## config.mk

```make
export PLATFORM = sky130hd
export DESIGN_NAME = pc_sequencer
export DESIGN_NICKNAME = d
export VERILOG_FILES = /design/src/rtl/pc_seq_pkg.sv /design/src/rtl/pc_sequencer_ret_stack.sv /design/src/rtl/pc_sequencer.sv
export SDC_FILE = /design/constraint.sdc
export NUM_CORES = 1
export LEC_CHECK = 0
export BUFFER_PORTS_ARGS = -buffer_cell sky130_fd_sc_hd__buf_2
export CAP_MARGIN = 10
export CORE_ASPECT_RATIO = 1.75
export CORE_MARGIN = 2
export CORE_UTILIZATION = 25
export CTS_CLUSTER_SIZE = 28
export DETAILED_ROUTE_END_ITERATION = 16
export PLACE_DENSITY = 0.39
export SYNTH_ARGS = -nofsm -noshare
export SYNTH_HDL_FRONTEND = slang
export SYNTH_HIERARCHICAL = 1
export SYNTH_SLANG_ARGS = --single-unit
```

## constraint.sdc

```tcl
create_clock -name clk -period 2.56 [get_ports clk]
set_input_delay 0.512 -clock clk [delete_from_list [all_inputs] [get_ports clk]]
set_output_delay 0.512 -clock clk [all_outputs]
set_load 0.005 [all_outputs]
```

## src/rtl/pc_seq_pkg.sv

```systemverilog
// Shared opcode map, instruction field widths and sequencer state encoding.
package pc_seq_pkg;

  localparam int unsigned OPC_W   = 4;
  localparam int unsigned OPND_W  = 8;
  localparam int unsigned INSTR_W = OPC_W + OPND_W;

  typedef logic [OPC_W-1:0] opcode_t;

  localparam opcode_t OP_JMP  = 4'h8;
  localparam opcode_t OP_JZ   = 4'h9;
  localparam opcode_t OP_JC   = 4'hA;
  localparam opcode_t OP_CALL = 4'hB;
  localparam opcode_t OP_RET  = 4'hC;
  localparam opcode_t OP_HLT  = 4'hF;

  typedef enum logic [1:0] {
    ST_FETCH  = 2'd0,
    ST_DECODE = 2'd1,
    ST_EXEC   = 2'd2,
    ST_HALT   = 2'd3
  } state_t;

  // Anything that is not a control-flow or halt opcode goes to the datapath.
  function automatic logic is_alu(input opcode_t op);
    return !((op == OP_JMP) || (op == OP_JZ) || (op == OP_JC) ||
             (op == OP_CALL) || (op == OP_RET) || (op == OP_HLT));
  endfunction

endpackage

```

## src/rtl/pc_sequencer_ret_stack.sv

```systemverilog
// Return-address LIFO: DEPTH entries of WIDTH bits, occupancy counter as pointer.
module ret_stack #(
  parameter int unsigned DEPTH = 4,
  parameter int unsigned WIDTH = 8
) (
  input  logic             clk,
  input  logic             rst_n,
  input  logic             push,
  input  logic             pop,
  input  logic [WIDTH-1:0] push_data,
  output logic [WIDTH-1:0] top,
  output logic             full,
  output logic             empty
);

  localparam int unsigned CNT_W = $clog2(DEPTH + 1);
  localparam int unsigned IDX_W = (DEPTH > 1) ? $clog2(DEPTH) : 1;

  logic [WIDTH-1:0] mem [DEPTH];
  logic [CNT_W-1:0] cnt;

  logic do_push;
  logic do_pop;

  assign do_push = push && !full;
  assign do_pop  = pop && !empty;
  assign full    = (cnt == CNT_W'(DEPTH));
  assign empty   = (cnt == '0);
  assign top     = mem[IDX_W'(cnt - CNT_W'(1))];

  // Occupancy counter; push has priority only nominally, the sequencer never issues both.
  always_ff @(posedge clk or negedge rst_n) begin
    if (!rst_n) begin
      cnt <= '0;
    end else if (do_push) begin
      cnt <= cnt + CNT_W'(1);
    end else if (do_pop) begin
      cnt <= cnt - CNT_W'(1);
    end
  end

  // Entry storage; contents are don't-care until written, so no reset.
  always_ff @(posedge clk) begin
    if (do_push) begin
      mem[IDX_W'(cnt)] <= push_data;
    end
  end

endmodule

```

## src/rtl/pc_sequencer.sv

```systemverilog
// Fetch/branch sequencer: PC, PC+1, jump-target select, return stack and fetch handshake.
module pc_sequencer
  import pc_seq_pkg::*;
#(
  parameter int unsigned       ADDR_W    = 8,
  parameter logic [ADDR_W-1:0] RESET_VEC = '0,
  parameter int unsigned       STACK_D   = 4
) (
  input  logic               clk,
  input  logic               rst_n,
  output logic [ADDR_W-1:0]  imem_addr,
  output logic               imem_req,
  input  logic               imem_ack,
  input  logic [INSTR_W-1:0] imem_data,
  output logic               ir_load,
  output logic               exec_en,
  output logic               jmp_sel,
  input  logic               flag_z,
  input  logic               flag_c,
  output logic               halted,
  output logic               stack_err
);

  state_t            state;
  logic [ADDR_W-1:0] pc;
  opcode_t           opc_q;
  logic [ADDR_W-1:0] target_q;
  logic              take_q;

  logic [ADDR_W-1:0] pc_inc_c;
  logic              take_c;
  logic              err_c;
  logic              push_c;
  logic              pop_c;
  logic [ADDR_W-1:0] stk_top;
  logic              stk_full;
  logic              stk_empty;

  assign imem_addr = pc;
  assign pc_inc_c  = pc + ADDR_W'(1);

  // IR strobe coincides with the accepted ack; imem_req is only high in FETCH.
  assign ir_load = imem_req && imem_ack;

  assign take_c = (opc_q == OP_JMP) ||
                  ((opc_q == OP_JZ) && flag_z) ||
                  ((opc_q == OP_JC) && flag_c) ||
                  (opc_q == OP_CALL) ||
                  (opc_q == OP_RET);

  assign err_c  = ((opc_q == OP_CALL) && stk_full) ||
                  ((opc_q == OP_RET) && stk_empty);

  // Stack errors divert to HALT from DECODE, so EXEC only sees legal push/pop.
  assign push_c = (state == ST_EXEC) && (opc_q == OP_CALL);
  assign pop_c  = (state == ST_EXEC) && (opc_q == OP_RET);

  ret_stack #(
    .DEPTH (STACK_D),
    .WIDTH (ADDR_W)
  ) u_ret_stack (
    .clk       (clk),
    .rst_n     (rst_n),
    .push      (push_c),
    .pop       (pop_c),
    .push_data (pc_inc_c),
    .top       (stk_top),
    .full      (stk_full),
    .empty     (stk_empty)
  );

  // Sequencer FSM with PC update and registered control outputs.
  always_ff @(posedge clk or negedge rst_n) begin
    if (!rst_n) begin
      state     <= ST_FETCH;
      pc        <= RESET_VEC;
      opc_q     <= '0;
      target_q  <= '0;
      take_q    <= 1'b0;
      imem_req  <= 1'b0;
      exec_en   <= 1'b0;
      jmp_sel   <= 1'b0;
      halted    <= 1'b0;
      stack_err <= 1'b0;
    end else begin
      exec_en <= 1'b0;
      jmp_sel <= 1'b0;
      case (state)
        ST_FETCH: begin
          if (imem_req && imem_ack) begin
            opc_q    <= imem_data[INSTR_W-1:OPND_W];
            target_q <= ADDR_W'(imem_data[OPND_W-1:0]);
            imem_req <= 1'b0;
            state    <= ST_DECODE;
          end else begin
            imem_req <= 1'b1;
          end
        end
        ST_DECODE: begin
          if (err_c) begin
            stack_err <= 1'b1;
            halted    <= 1'b1;
            state     <= ST_HALT;
          end else begin
            exec_en <= is_alu(opc_q);
            jmp_sel <= take_c;
            take_q  <= take_c;
            state   <= ST_EXEC;
          end
        end
        ST_EXEC: begin
          if (opc_q == OP_HLT) begin
            halted <= 1'b1;
            state  <= ST_HALT;
          end else begin
            if (opc_q == OP_RET) begin
              pc <= stk_top;
            end else if (take_q) begin
              pc <= target_q;
            end else begin
              pc <= pc_inc_c;
            end
            imem_req <= 1'b1;
            state    <= ST_FETCH;
          end
        end
        ST_HALT: begin
          imem_req <= 1'b0;
        end
        default: begin
          state <= ST_HALT;
        end
      endcase
    end
  end

endmodule

```

==> results by group, run 1 <==
Outcome
  • Status: completed

Clock tree
  • Number of buffers created by CTS: 9
  • Hold buffers post-CTS: 0
  • Clock Sinks: 63
  • Post-CTS Resized: 0
  • Clock slew at reported path FFs: 0.06 ns
  • H-tree depth: 3
  • CTS Root Cell: clkbuf_16
  • Clk_lat worst skew: 0.34 ns
  • Clock Path Buffers: 2
  • Post-CTS setup buffers: 0
  • CTS tree: done

Placed design
  • Post-place setup slack: 0.4392 ns
  • Post-placement cell area: 0.003373 sq mm
  • Post-detail-place hpwl: 5323 microns
  • Port Buffer Count: 30
  • Routability cong.: 0.6999

Synth
  • Syn avg cell area: 13.62 sq um
  • Synthesized netlist net count: 254
  • Yosys top cell area share: 31.36%
  • Register bit total from synthesis: 63
  • Yosys top cell by area: edfxtp_1
  • Synth Cell Area: 0.003064 sq mm
  • Number of synthesis warnings: 6
  • Distinct cells, synth: 49
  • Instance count of the mapped netlist: 225
  • Register area share after synthesis: 56.68%
  • Ranking of synthesized cells by area: edfxtp_1 (31%), dfrtp_1 (25%), mux4_2 (5.9%)

Floorplanning
  • Core area: 0.01200 sq mm
  • Die footprint: 0.01319 sq mm
  • Initial core utilization: 25.53%
  • Die height: 150.5 microns
  • Ports: 31
  • Chip Width: 87.69 microns
  • Cell row count: 53

Route
  • # DRC: 0
  • Post-DR vias/cell: 4.378
  • Post-Route M1 WL: 2647 microns
  • WL per Instance: 16.11 microns
  • Final wirelength: 6913 microns
  • Met3 wire len: 203 microns
  • DR top layer: met4
  • DR iter-0 viols: 74
  • Vias: 1,878
  • Total iterations of the first detailed-routing run: 4
  • Final ANT Viol Nets: 0
  • Met2 wire len: 3868 microns

GRT
  • All-Layer GR Usage: 11.92%
  • First-pass GRT wire length: 11,250 microns
  • Initial antenna violation count: 0
  • Largest net degree at the start of global routing: 32
  • Vias in the first global route: 2,026
  • Overflow after GRT: 0

Worst setup path
  • Critical path arrival: 2.11 ns
  • Crit path kind: register to register
  • Critical-path maximum fanout: 8
  • Req. time, crit path: 2.58 ns
  • R2r startpoint: state[0]
  • CP endpoint kind: register
  • CP Launch Point: state[0]
  • Crit start category: register

Pwr
  • Leak: 1.430 nW
  • Pwr/cell area: 1138 mW/mm^2
  • Max VDD drop: 481.4 uV

Final layout
  • Core Util, Final: 30.58%
  • Layout cells sized above 1: 32.95%
  • # fillers: 1,247
  • Design area: 0.003671 sq mm
  • Synthesis-to-layout area growth: 19.80%
  • Ant diodes: 0
  • Nets: 288

Timing
  • Clock Skew: 0.008628 ns
  • Final setup violation count: 0
  • Fmax: 477.2 MHz
  • Post-route clock period utilization: 81.86%
  • RSZ-0062 raised after global routing: no
  • Worst setup margin: 0.4643 ns
  • Setup_tns: 0 ns
  • Period minus WS final: 2.096 ns
  • Worst-margin pin slew: 0.7309 ns
  • Max Slew Vio Count: 0
  • Final Hold Viols: 0
  • Relative slew slack: 51.28%

Run
  • Total of max-cap violations: 0

Worst hold path
  • Hold crit path type: input port to asynchronous set/reset pin
-- cell type report --
cell class / count / area [sq um] / share of cell area (%)
well taps: 165 / 206.4 / 5.624
repair buffers: 32 / 165.2 / 4.499
flip-flops and latches: 63 / 1737 / 47.31
clock buffers: 9 / 225.2 / 6.135
clock inverters: 7 / 72.57 / 1.977
multi-input cells: 143 / 1227 / 33.44
inverters: 10 / 37.54 / 1.022
-- cell usage after synthesis (all sizes together) --
master   instances
a221oi           1
xnor2            3
and3             1
buf              9
and4             1
nand3            5
o31ai            3
nand2b           4
a221o            2
mux2i            3
or2              3
nor2b            1
o2111ai          2
edfxtp          32
nor2             9
o21a             2
o32ai            1
or3              3
a21boi           1
nand2           16
o21ai           11
mux2            15
and4b            1
dfrtp           31
and2             7
o21bai           2
ha              12
xor2             3
mux4             8
a21o             2
nand4            1
and4bb           2
nand3b           2
inv             10
nor4             1
nor3             3
o211ai           3
o31a             2
a21oi            7
-- through the flow --
step	hold slack, ns	power (W)	std cells
5_1_grt	0.3039	0.004461	429
3_3_place_gp	0.4576	0.003014	413
2_1_floorplan	0.2164	0.002566	225
4_1_cts	0.2643	0.004256	429
3_5_place_dp	0.4563	0.003011	413
6_report	0.2292	0.004177	429
-- sequential cells by signal, indices dropped and copies added (netlist names) --
register	flops
u_ret_stack/cnt	3
exec_en	1
target_q	8
halted	1
jmp_sel	1
imem_addr	8
opc_q	4
stack_err	1
take_q	1
imem_req	1
u_ret_stack/mem	32
state	2
-- final timing paths --
| check | slack [ns] | depth (start not counted) | endpoint |
|---|---|---|---|
| hold / removal | 0.23 | 1 | target_q[4] |
| min in group clk | 0.40 | 2 | target_q[3] |
| setup reg to reg | 0.46 | 6 | u_ret_stack/mem[0][5] |
| setup / recovery | 0.46 | 6 | u_ret_stack/mem[0][5] |
| max in group asynchronous | 1.85 | 1 | u_ret_stack/cnt[0] |
| hold reg to reg | 0.47 | 1 | halted |
-- critical path: stages (launching register included) --
cell and delay (ns):
dfrtp_1 0.43, inv_1 0.11, ha_1 0.28, nand3_1 0.14, nor3_1 0.23, a21boi_2 0.27
and2_2 0.32
-- logic make-up after synthesis --
family / after synthesis / synth area share (%)
buf+inv: 19 / 3.266
xor+xnor: 6 / 1.715
flops: 63 / 56.68
fa+ha+maj: 12 / 4.900
mux: 26 / 12.37
simple gates: 60 / 11.51
compound gates: 39 / 9.555
-- report_power, final --
part	switching [W]	leakage [nW]	internal, W	total (W)
Clock	0.000462	0.143	0.000754	0.00122
Combinational	0.000681	0.614	0.000637	0.00132
Sequential	0.000279	0.672	0.00136	0.00164
Total	0.00142	1.43	0.00275	0.00418
-- routing by layer --
metal  vias up  GRT usage (%)
met5         -              0
met4         0          6.769
met3        13          2.577
met2        36          20.95
met1       923          12.90
li1        906              -
-- cells in the final DEF, fill, tap and decap left out, types with 3 or more instances in the layout --
cell / netlist / final
and2_2: 5 / 5
clkbuf_16: 0 / 9
xnor2_1: 3 / 3
nand2_1: 15 / 15
nand2b_1: 4 / 4
a21oi_1: 7 / 7
mux2_2: 15 / 15
inv_1: 10 / 10
dfrtp_1: 31 / 31
mux2i_1: 3 / 3
buf_2: 5 / 30
o21ai_0: 8 / 8
ha_1: 12 / 12
nor3_1: 3 / 3
mux4_2: 8 / 8
xor2_1: 3 / 3
o31ai_1: 3 / 3
nand3_1: 3 / 3
edfxtp_1: 32 / 32
o211ai_1: 3 / 3
nor2_1: 9 / 9
No activity file was read; power rests on OpenSTA's default activity.
==> run 2: changes to the inputs <==
- clock period: 2.56 -> 1.95 ns (I/O delays scaled with it)
==> results by group, run 2 (synthesis results as in run 1) <==
Final layout
  • # fillers: 1,221 (-2.1%)
  • Ant diodes: 0 (unchanged)
  • Nets: 303 (+5.2%)
  • Synthesis-to-layout area growth: 25.19%
  • Most common cell after layout, fill and taps aside: edfxtp_1
  • Max reg flops: 32 (unchanged)
  • Layout cells sized above 1: 36.20% (+3.2 points)
  • Non-Filler Instances: 444 (+3.5%)
  • Top reg by flops: u_ret_stack/mem
  • Most frequent cells in the layout: edfxtp_1 (32), dfrtp_1 (31), buf_2 (30)

Timing
  • Final setup violation count: 0 (unchanged)
  • Hold Slack: 0.1228 ns (-0.1063 ns)
  • Worst setup margin: 0.1437 ns (-0.3206 ns)
  • Fmax: 553.6 MHz (+16%)
  • Post-route clock period utilization: 92.63% (+11 points)
  • Clock Skew: 0.006410 ns (-0.002218 ns)
  • Worst-margin pin slew: 0.7483 ns (+0.01743 ns)
  • RSZ-0062 raised after global routing: no
  • Max Slew Vio Count: 0 (unchanged)
  • Setup_tns: 0 ns (unchanged)
  • Period minus WS final: 1.806 ns (-0.2894 ns)
  • Relative slew slack: 50.11% (-1.2 points)
  • Final Hold Viols: 0 (unchanged)

Route
  • DR iter-0 viols: 67 (-9.5%)
  • WL per Instance: 16.14 microns (+0.14%)
  • Post-DR vias/cell: 4.428 (+1.1%)
  • # DRC: 0 (unchanged)
  • Vias: 1,966 (+4.7%)
  • Final wirelength: 7165 microns (+3.6%)
  • Total iterations of the first detailed-routing run: 4 (unchanged)
  • Final ANT Viol Nets: 0 (unchanged)

Floorplanning
  • Cell row count: 53 (unchanged)
  • Chip Width: 87.69 microns (unchanged)
  • Ports: 31 (unchanged)
  • Initial core utilization: 25.53% (unchanged)
  • Core area: 0.01200 sq mm (unchanged)
  • Die height: 150.5 microns (unchanged)
  • Die footprint: 0.01319 sq mm (unchanged)

Pwr
  • Internal power: 0.004027 W (+46%)
  • Leak: 1.521 nW (+6.4%)
  • Power share of the clock group: 30.8% (+1.7 points)
  • Switch share: 32.18% (-1.9 points)
  • Sequential Power Share: 35.3% (-4.0 points)
  • NetSw: 0.001911 W (+34%)
  • Pwr/cell area: 1548 mW/mm^2 (+36%)
  • Max VDD drop: 558.0 uV (+16%)
  • Combinational power share: 33.9% (+2.3 points)
  • PnR Total Power: 0.005939 W (+42%)

Clock tree
  • Number of buffers created by CTS: 9 (unchanged)
  • Clk_lat worst skew: 0.33 ns (about the same)
  • Hold buffers post-CTS: 0 (unchanged)
  • H-tree depth: 3 (unchanged)
  • CTS tree: done
  • CTS Root Cell: clkbuf_16
  • Clock Path Buffers: 2 (unchanged)
  • Clock slew at reported path FFs: 0.05 ns (about the same)
  • Clock Sinks: 63 (unchanged)

Worst setup path
  • Req. time, crit path: 1.98 ns (-0.60 ns)
  • CP endpoint kind: register
  • FF-to-FF path depth: 5 (-1)
  • RR Endpoint: u_ret_stack/mem[2][5]
  • Worst reg2reg setup slack: 0.14 ns (-0.32 ns)
  • CP Launch Point: state[1]
  • Critical-path maximum fanout: 8 (unchanged)
  • Crit path kind: register to register
  • Crit start category: register
  • R2r startpoint: state[1]
  • Critical path arrival: 1.84 ns (-0.27 ns)

Placed design
  • Post-place setup slack: 0.05581 ns (-0.3833 ns)
  • Port Buffer Count: 30 (unchanged)
  • Dpl cells: 428 (+3.6%)
  • Post-detail-place hpwl: 5546 microns (+4.2%)
  • Routability cong.: 0.7420 (+6.0%)

GRT
  • Vias in the first global route: 2,072 (+2.3%)
  • First-pass GRT wire length: 11,630 microns (+3.4%)
  • Initial antenna violation count: 0 (unchanged)
  • All-Layer GR Usage: 12.14% (+0.22 points)
  • Largest net degree at the start of global routing: 32 (unchanged)
  • Overflow after GRT: 0 (unchanged)

Outcome
  • Status: completed

Run
  • Total of max-cap violations: 0 (unchanged)

Worst hold path
  • Hold crit path type: input port to asynchronous set/reset pin
## run 2: changes by cell type in the layout (fill, tap and decap cells not counted), sizes merged
cell      before  now
buf           32   47
bufinv         1    3
clkbuf         9   10
clkinv         4    1
clkinvlp       1    2
inv           11   10
## run 2: timing repair
item                       CTS  global route
resized for setup            0             5
setup buffers                0             0
setup endpoints to repair    0            32
hold endpoints to repair     0             0
## run 2: layout make-up
| class | instances | area [sq um] | share of cell area [%] |
|---|---|---|---|
| Inverter | 10 | 37.54 | 0.9785 |
| Sequential cell | 63 | 1737 | 45.27 |
| Multi-Input combinational cell | 143 | 1240 | 32.32 |
| Clock inverter | 6 | 108.9 | 2.838 |
| Clock buffer | 10 | 229.0 | 5.969 |
| Tap cell | 165 | 206.4 | 5.382 |
| Timing Repair Buffer | 47 | 277.8 | 7.241 |
## run 2: worst max path at each step
stage                     slack [ns]  cells after the start                    end
after floorplan                 0.06                      7  u_ret_stack/mem[0][0]
after global placement          0.13                      6  u_ret_stack/mem[0][2]
after detailed placement        0.06                      5  u_ret_stack/mem[2][3]
after CTS                       0.06                      6  u_ret_stack/mem[2][5]
after global routing           0.001                      6  u_ret_stack/mem[2][5]
final                           0.14                      5  u_ret_stack/mem[2][5]
## run 2: metal layers
| layer | routed length (microns) | track usage [%] |
|---|---|---|
| met5 | 0 | 0 |
| met4 | 119 | 5.538 |
| met1 | 2799 | 13.68 |
| met3 | 279 | 2.796 |
| met2 | 3966 | 21.29 |
## run 2: per-stage QoR
stage | area [sq um] | util [%]
after detailed placement | 3486 | 29.04
after global placement | 3486 | 29.04
after CTS | 3824 | 31.86
after floorplan | 3064 | -
final | 3836 | 31.96
after global routing | 3836 | 31.96
## run 2: power groups by stage
stage          sequential (W)  clock [W]  combinational, W
3_5_place_dp          0.00212          0           0.00203
6_report              0.00210    0.00183           0.00202
3_3_place_gp          0.00212          0           0.00205
5_1_grt               0.00215    0.00192           0.00224
2_1_floorplan         0.00204          0           0.00133
4_1_cts               0.00210    0.00187           0.00204
## run 2: critical path, cell delays in order, from the launching register on
cell	delay, ns
dfrtp_1	0.43
ha_1	0.20
nand3_1	0.11
nor3_1	0.24
a21boi_4	0.28
and2_4	0.25
